<file path="src/rtl/soin_bpred_pkg.sv">
// Shared branch-predictor resolve definitions: meta field layout, counter limits,
// queue entry format and the saturating counter update.
package soin_bpred_pkg;

   localparam int BP_META_WIDTH = 18;

   localparam int META_IDX_LSB = 0;
   localparam int META_IDX_W   = 12;
   localparam int META_CNT_LSB = 12;
   localparam int META_CNT_W   = 2;
   localparam int META_RAS_LSB = 14;
   localparam int META_RAS_W   = 4;

   localparam logic [1:0] CNT_MAX = 2'd3;
   localparam logic [1:0] CNT_MIN = 2'd0;

   typedef struct packed {
      logic [META_IDX_W-1:0] index;
      logic [META_CNT_W-1:0] counter;
   } upq_entry_t;

   function automatic logic [1:0] cnt_update(input logic [1:0] cnt, input logic taken);
      if (taken) return (cnt == CNT_MAX) ? CNT_MAX : cnt + 2'd1;
      else       return (cnt == CNT_MIN) ? CNT_MIN : cnt - 2'd1;
   endfunction

endpackage

</file>
<file path="src/rtl/soin_bpred_upq.sv">
// Predictor update queue: FIFO of {index, counter} with a youngest-match lookup
// so a new update can build on counters that have not reached the table yet.
module soin_bpred_upq
   import soin_bpred_pkg::*;
#(
   parameter int Q_DEPTH = 4
) (
   input  logic                  clk,
   input  logic                  reset,
   input  logic                  push_i,
   input  logic [META_IDX_W-1:0] push_index_i,
   input  logic [META_CNT_W-1:0] push_counter_i,
   input  logic                  pop_i,
   input  logic [META_IDX_W-1:0] lookup_index_i,
   output logic                  hit_o,
   output logic [META_CNT_W-1:0] hit_counter_o,
   output logic                  valid_o,
   output logic [META_IDX_W-1:0] head_index_o,
   output logic [META_CNT_W-1:0] head_counter_o,
   output logic                  full_o
);

   localparam int PW = $clog2(Q_DEPTH);
   localparam int CW = PW + 1;

   logic [PW-1:0] wr_ptr_q, rd_ptr_q;
   logic [CW-1:0] count_q;
   upq_entry_t    mem_q [Q_DEPTH];

   logic full, empty, do_push, do_pop;
   logic [PW-1:0] slot;

   assign full    = (count_q == CW'(Q_DEPTH));
   assign empty   = (count_q == '0);
   assign do_pop  = pop_i & ~empty;
   // A push into a full queue only lands when the head leaves in the same cycle.
   assign do_push = push_i & (~full | pop_i);

   // NOTE: sequential state uses non-blocking assignments so every register
   // samples pre-edge values regardless of statement order.
   always_ff @(posedge clk) begin
      if (!reset) begin
         wr_ptr_q <= '0;
         rd_ptr_q <= '0;
         count_q  <= '0;
      end else begin
         if (do_push) wr_ptr_q <= wr_ptr_q + PW'(1);
         if (do_pop)  rd_ptr_q <= rd_ptr_q + PW'(1);
         count_q <= count_q + CW'(do_push) - CW'(do_pop);
      end
   end

   // NOTE: storage is deliberately not reset; occupancy gates every read, so
   // stale contents are never observable and the array maps onto plain flops/RAM.
   always_ff @(posedge clk) begin
      if (do_push) mem_q[wr_ptr_q] <= '{index: push_index_i, counter: push_counter_i};
   end

   // NOTE: every always_comb output gets a default first so no path infers a latch.
   always_comb begin
      hit_o         = 1'b0;
      hit_counter_o = '0;
      slot          = rd_ptr_q;
      for (int i = 0; i < Q_DEPTH; i++) begin
         slot = rd_ptr_q + PW'(i);
         if ((CW'(i) < count_q) && (mem_q[slot].index == lookup_index_i)) begin
            hit_o         = 1'b1;
            hit_counter_o = mem_q[slot].counter;
         end
      end
   end

   assign valid_o        = ~empty;
   assign head_index_o   = empty ? '0 : mem_q[rd_ptr_q].index;
   assign head_counter_o = empty ? '0 : mem_q[rd_ptr_q].counter;
   assign full_o         = full;

   a_no_overflow: assert property (@(posedge clk) disable iff (!reset)
      !(push_i && full && !pop_i))
      else $error("update queue push while full without pop");

endmodule

</file>
<file path="src/rtl/soin_bpred_resolve.sv">
// Execute-stage branch resolution: mispredict redirect and RAS recovery, plus
// queued 2-bit counter updates toward the predictor table.
module soin_bpred_resolve
   import soin_bpred_pkg::*;
#(
   parameter int Q_DEPTH = 4
) (
   input  logic                     clk,
   input  logic                     reset,
   input  logic                     ex_valid,
   input  logic                     ex_is_cond,
   input  logic                     ex_is_call,
   input  logic                     ex_is_ret,
   input  logic [31:0]              ex_PC,
   input  logic                     ex_dir,
   input  logic [31:0]              ex_target,
   input  logic                     ex_p_dir,
   input  logic [31:0]              ex_p_target,
   input  logic [BP_META_WIDTH-1:0] ex_meta,
   input  logic                     up_stall,
   output logic                     redirect,
   output logic [31:0]              redirect_PC,
   output logic                     recover_ras,
   output logic [3:0]               recover_index,
   output logic                     up_valid,
   output logic [11:0]              up_index,
   output logic [1:0]               up_counter,
   output logic                     q_full
);

   logic        miss_q;
   logic [31:0] redirect_pc_q;
   logic [3:0]  recover_index_q;

   logic        shadow, ex_live, mispredict, miss, push, pop;
   logic        hit;
   logic [1:0]  hit_counter, base_counter, new_counter;
   logic [META_IDX_W-1:0] meta_index;
   logic        unused_class;

   // Call/ret only matter through direction/target; they never update the table.
   assign unused_class = ex_is_call | ex_is_ret;

   assign meta_index = ex_meta[META_IDX_LSB +: META_IDX_W];

   // The cycle right after a registered miss carries a wrong-path instruction.
   assign shadow     = miss_q;
   assign ex_live    = ex_valid & ~shadow;
   assign mispredict = (ex_dir != ex_p_dir) | (ex_dir & (ex_target != ex_p_target));
   assign miss       = ex_live & mispredict;
   assign push       = ex_live & ex_is_cond;
   assign pop        = up_valid & ~up_stall;

   assign base_counter = hit ? hit_counter : ex_meta[META_CNT_LSB +: META_CNT_W];
   assign new_counter  = cnt_update(base_counter, ex_dir);

   always_ff @(posedge clk) begin
      if (!reset) begin
         miss_q          <= 1'b0;
         redirect_pc_q   <= '0;
         recover_index_q <= '0;
      end else begin
         miss_q <= miss;
         if (miss) begin
            redirect_pc_q   <= ex_dir ? ex_target : ex_PC + 32'd4;
            recover_index_q <= ex_meta[META_RAS_LSB +: META_RAS_W];
         end
      end
   end

   assign redirect      = miss_q;
   assign recover_ras   = miss_q;
   assign redirect_PC   = redirect_pc_q;
   assign recover_index = recover_index_q;

   soin_bpred_upq #(.Q_DEPTH(Q_DEPTH)) u_upq (
      .clk            (clk),
      .reset          (reset),
      .push_i         (push),
      .push_index_i   (meta_index),
      .push_counter_i (new_counter),
      .pop_i          (pop),
      .lookup_index_i (meta_index),
      .hit_o          (hit),
      .hit_counter_o  (hit_counter),
      .valid_o        (up_valid),
      .head_index_o   (up_index),
      .head_counter_o (up_counter),
      .full_o         (q_full)
   );

endmodule

</file>
<file path="config.mk">
export PLATFORM = sky130hd
export DESIGN_NAME = soin_bpred_resolve
export DESIGN_NICKNAME = d
export VERILOG_FILES = /design/src/rtl/soin_bpred_pkg.sv /design/src/rtl/soin_bpred_upq.sv /design/src/rtl/soin_bpred_resolve.sv
export SDC_FILE = /design/constraint.sdc
export NUM_CORES = 1
export LEC_CHECK = 0
export CAP_MARGIN = 30
export CORE_MARGIN = 4
export CORE_UTILIZATION = 30
export DETAILED_ROUTE_END_ITERATION = 12
export HOLD_SLACK_MARGIN = 0.08
export SKIP_CTS_REPAIR_TIMING = 1
export SLEW_MARGIN = 10
export SYNTH_ARGS = -nofsm -noshare
export SYNTH_HDL_FRONTEND = slang
export SYNTH_SLANG_ARGS = --single-unit
</file>
<file path="constraint.sdc">
create_clock -name clk -period 2.9 [get_ports clk]
set_input_delay 0.29 -clock clk [delete_from_list [all_inputs] [get_ports clk]]
set_output_delay 0.29 -clock clk [all_outputs]
set_load 0.01 [all_outputs]
</file>
==> impl_metrics.py <==
metrics = {
    "sta": {
        "slew-limit-headroom": 0.613,
        "skew_ns": 0.0101,
        "postLayoutSetupSlackWorst_ns": -0.0807,
        "hold_viol": 0,
        "finalCritPeriodShare": 1.03,
        "slew_viol_final": 0,
        "worstMarginPinSlew_ns": 0.581,
        "fmax_mhz": 335,
        "setup_viol": 8,
        "fin_crit_ns": 2.98,
        "rsz0062_at_grt": "true",
    },
    "floorplanning": {
        "dieHeight_um": 159,
        "dieArea_mm2": 0.0254,
        "rows": 55,
        "core_area_mm2": 0.0226,
        "die_x_um": 159,
        "initial_core_util": 0.305,
        "ios": 177,
    },
    "power": {
        "p_leak_nw": 3.62,
        "seq_power_share": 0.319,
        "peakVddDrop_v": 0.000304,
        "sw_frac_of_total": 0.325,
        "pwr_density_cell_mw_per_mm2": 534,
        "p_sw_mw": 1.74,
        "clkPwrFrac": 0.228,
        "p_int_mw": 3.60,
        "comb_power_share": 0.452,
    },
    "worst_setup_path": {
        "cp-end-kind": "register",
        "cpPeakStageDelay_ns": 0.40,
        "path_max_fanout": 11,
        "path_cells": "buf_12 -> mux2i_2 -> buf_4 -> o221ai_1 -> nor4_2 -> o221ai_2 -> or2_4 -> a311o_1 -> a211oi_2 -> nor2_1 -> maj3_2",
        "crit_path_start_kind": "register",
        "critPathKind": "reg -> reg",
        "crit_buf_inv": 2,
        "crit_family": "compound AO/OA/AOI/OAI gates",
        "r2r_slack_ns": -0.08,
        "cp_data_required_time_ns": 2.98,
        "slowest_stage": "dfxtp_4",
        "worst_ep_arrival_time_ns": 3.07,
    },
    "final_layout": {
        "utilization": 0.443,
        "final_common_cell": "clkdlybuf4s50_1",
        "drive_gt1_frac": 0.184,
        "layout_common_cells": "clkdlybuf4s50_1 (173), buf_4 (101), mux2i_1 (89)",
        "area_delta_synth_final_pct": 45.2,
        "final_cell_area_mm2": 0.00999,
        "antennaDiodeCount": 0,
        "fin_nets": 1058,
        "n_fill_cell": 2229,
    },
    "drt": {
        "drc": 0,
        "vias_per_cell": 4.82,
        "routed_wl_mm": 21.1,
        "drtPass1Iterations": 4,
        "vias": 5851,
        "wl_per_cell_um": 17.4,
        "ant_nets": 0,
        "drtIter0Drc": 191,
    },
    "hold_path": {
        "hp-class": "reg -> reg",
    },
    "logic_synthesis": {
        "synth-adder-area-share": 0.0225,
        "async_flop_share": 0,
        "synthMuxAreaShare": 0.198,
        "ys_seq_elements": 102,
        "yosys.cell_types.count": 57,
        "netlist_area_mm2": 0.00688,
        "synth_edf_count": 56,
        "synth_compound_area_frac": 0.0691,
        "yosysWarnings": 0,
        "synth_top_family_by_area": "multiplexers",
        "netlist_instances": 679,
        "post_synth_and_or_nand_nor_area_fraction": 0.140,
        "synth_seq_area_share": 0.378,
        "syn_nets": 812,
        "synthFlopType": "edfxtp_1",
        "avgSynthCellArea_um2": 10.1,
        "synth_xor_area_frac": 0.151,
    },
    "status": {
        "violations": "setup timing",
        "status": "finished with violations",
    },
    "place": {
        "hpwl_mm": 17.1,
        "gp_congestion": 0.891,
        "port_buffers": 174,
        "place_area_mm2": 0.00954,
    },
    "grt": {
        "use_met1": 0.194,
        "grt_use_met3": 0.0474,
        "grt_pass1_vias": 6091,
        "grt_pass1_wl_mm": 33.0,
        "grt_start_max_net_pins": 64,
        "met2_usage": 0.284,
        "overflow": 0,
        "antenna_found_initial": 1,
        "grt-busiest-layer": "met2",
        "grt_usage": 0.165,
    },
    "clock_tree": {
        "htree_num_levels": 3,
        "clk_pin_slew_worst_paths_ns": 0.07,
        "cts_tree": "done",
        "clock-sinks": 102,
        "cts_root_buf": "clkbuf_16",
        "numCtsBuffers": 9,
        "clk_path_buf_depth": 2,
        "clk_latency_ns": 0.35,
    },
    "run": {
        "drv_cap": 0,
    },
}
## flip-flops by register name (all words and copies together) (netlist names), named ones only
register        cells
u_upq.mem_q        56
redirect_PC        32
recover_index       4
u_upq.count_q       3
u_upq.rd_ptr_q      2
u_upq.wr_ptr_q      2
recover_ras         1
## synth_stat cells (5+ instances only)
master    instances  area share
dfxtp_1          46        0.13
buf_1             7      0.0038
mux4_2           13       0.043
and3_1            8      0.0073
and2_1            6      0.0055
edfxtp_1         56        0.24
nand3_1          16       0.012
nand4_1          13       0.012
xor2_1           31       0.039
nand2_1          44       0.024
nor2b_1          16       0.015
a21oi_1           8      0.0058
nor3_1           11      0.0080
nor2_1           61       0.033
o211ai_1          6      0.0065
mux2i_1          95        0.14
clkbuf_1         25       0.014
o21ai_0          33       0.024
buf_2             6      0.0044
inv_1            16      0.0087
ha_1              9       0.016
xnor2_1          88        0.11
mux2_2            7       0.011
nor4_1            5      0.0045
## power groups by stage
stage	clock network [mW]	registers (mW)	logic, mW
floorplan	0	1.72	1.27
global placement	0	1.73	2.36
detailed placement	0	1.74	2.36
CTS	1.28	1.71	2.38
global route	1.33	1.72	2.62
finish	1.22	1.71	2.41
## stage by stage
step	hold WS [ns]	power [mW]	TNS [ns]	setup WS (ns)	std cells
2_1_floorplan	0.389	2.99	0	0.0785	679
3_3_place_gp	0.473	4.09	-1.63	-0.209	1190
3_5_place_dp	0.487	4.10	-1.94	-0.247	1190
4_1_cts	0.500	5.36	-1.83	-0.235	1206
5_1_grt	0.529	5.68	-1.96	-0.250	1215
6_report	0.492	5.34	-0.583	-0.0807	1215
## path summary, 6_finish.rpt
kind,from,to,cells past startpoint
worst max-delay path,u_upq.rd_ptr_q[1],u_upq.mem_q[3][0],11
worst min-delay path,redirect_PC[7],redirect_PC[7],2
worst max register to register,u_upq.rd_ptr_q[1],u_upq.mem_q[3][0],11
worst min register to register,redirect_PC[7],redirect_PC[7],2
## worst register-to-register path, cell delays in order, from the launching register on
cell and delay (ns):
dfxtp_4 0.40, buf_12 0.14, mux2i_2 0.23, buf_4 0.15, o221ai_1 0.12, nor4_2 0.31
o221ai_2 0.15, or2_4 0.29, a311o_1 0.28, a211oi_2 0.21, nor2_1 0.09, maj3_2 0.35
## layout make-up
type / instances / area, um2 / area share
Clock buffer: 11 / 233 / 0.0233
Sequential cell: 102 / 2610 / 0.261
Multi-Input combinational cell: 516 / 4100 / 0.410
Inverter: 17 / 63.8 / 0.00639
Clock inverter: 5 / 61.3 / 0.00614
Timing Repair Buffer: 279 / 2570 / 0.258
Tap cell: 285 / 357 / 0.0357
## routing by layer
metal / vias to the layer above / part of all wire
met1: 2720 / 0.40
met5: - / 0.00062
met2: 198 / 0.49
met3: 28 / 0.079
met4: 2 / 0.030
li1: 2903 / -
## cell families after synthesis
kind of cell | Yosys count
compound gates | 72
xor+xnor | 119
fa+ha+maj | 12
buf+inv | 61
flops | 102
mux | 118
simple gates | 195
Note: power is estimated with default switching activity, not from simulation.
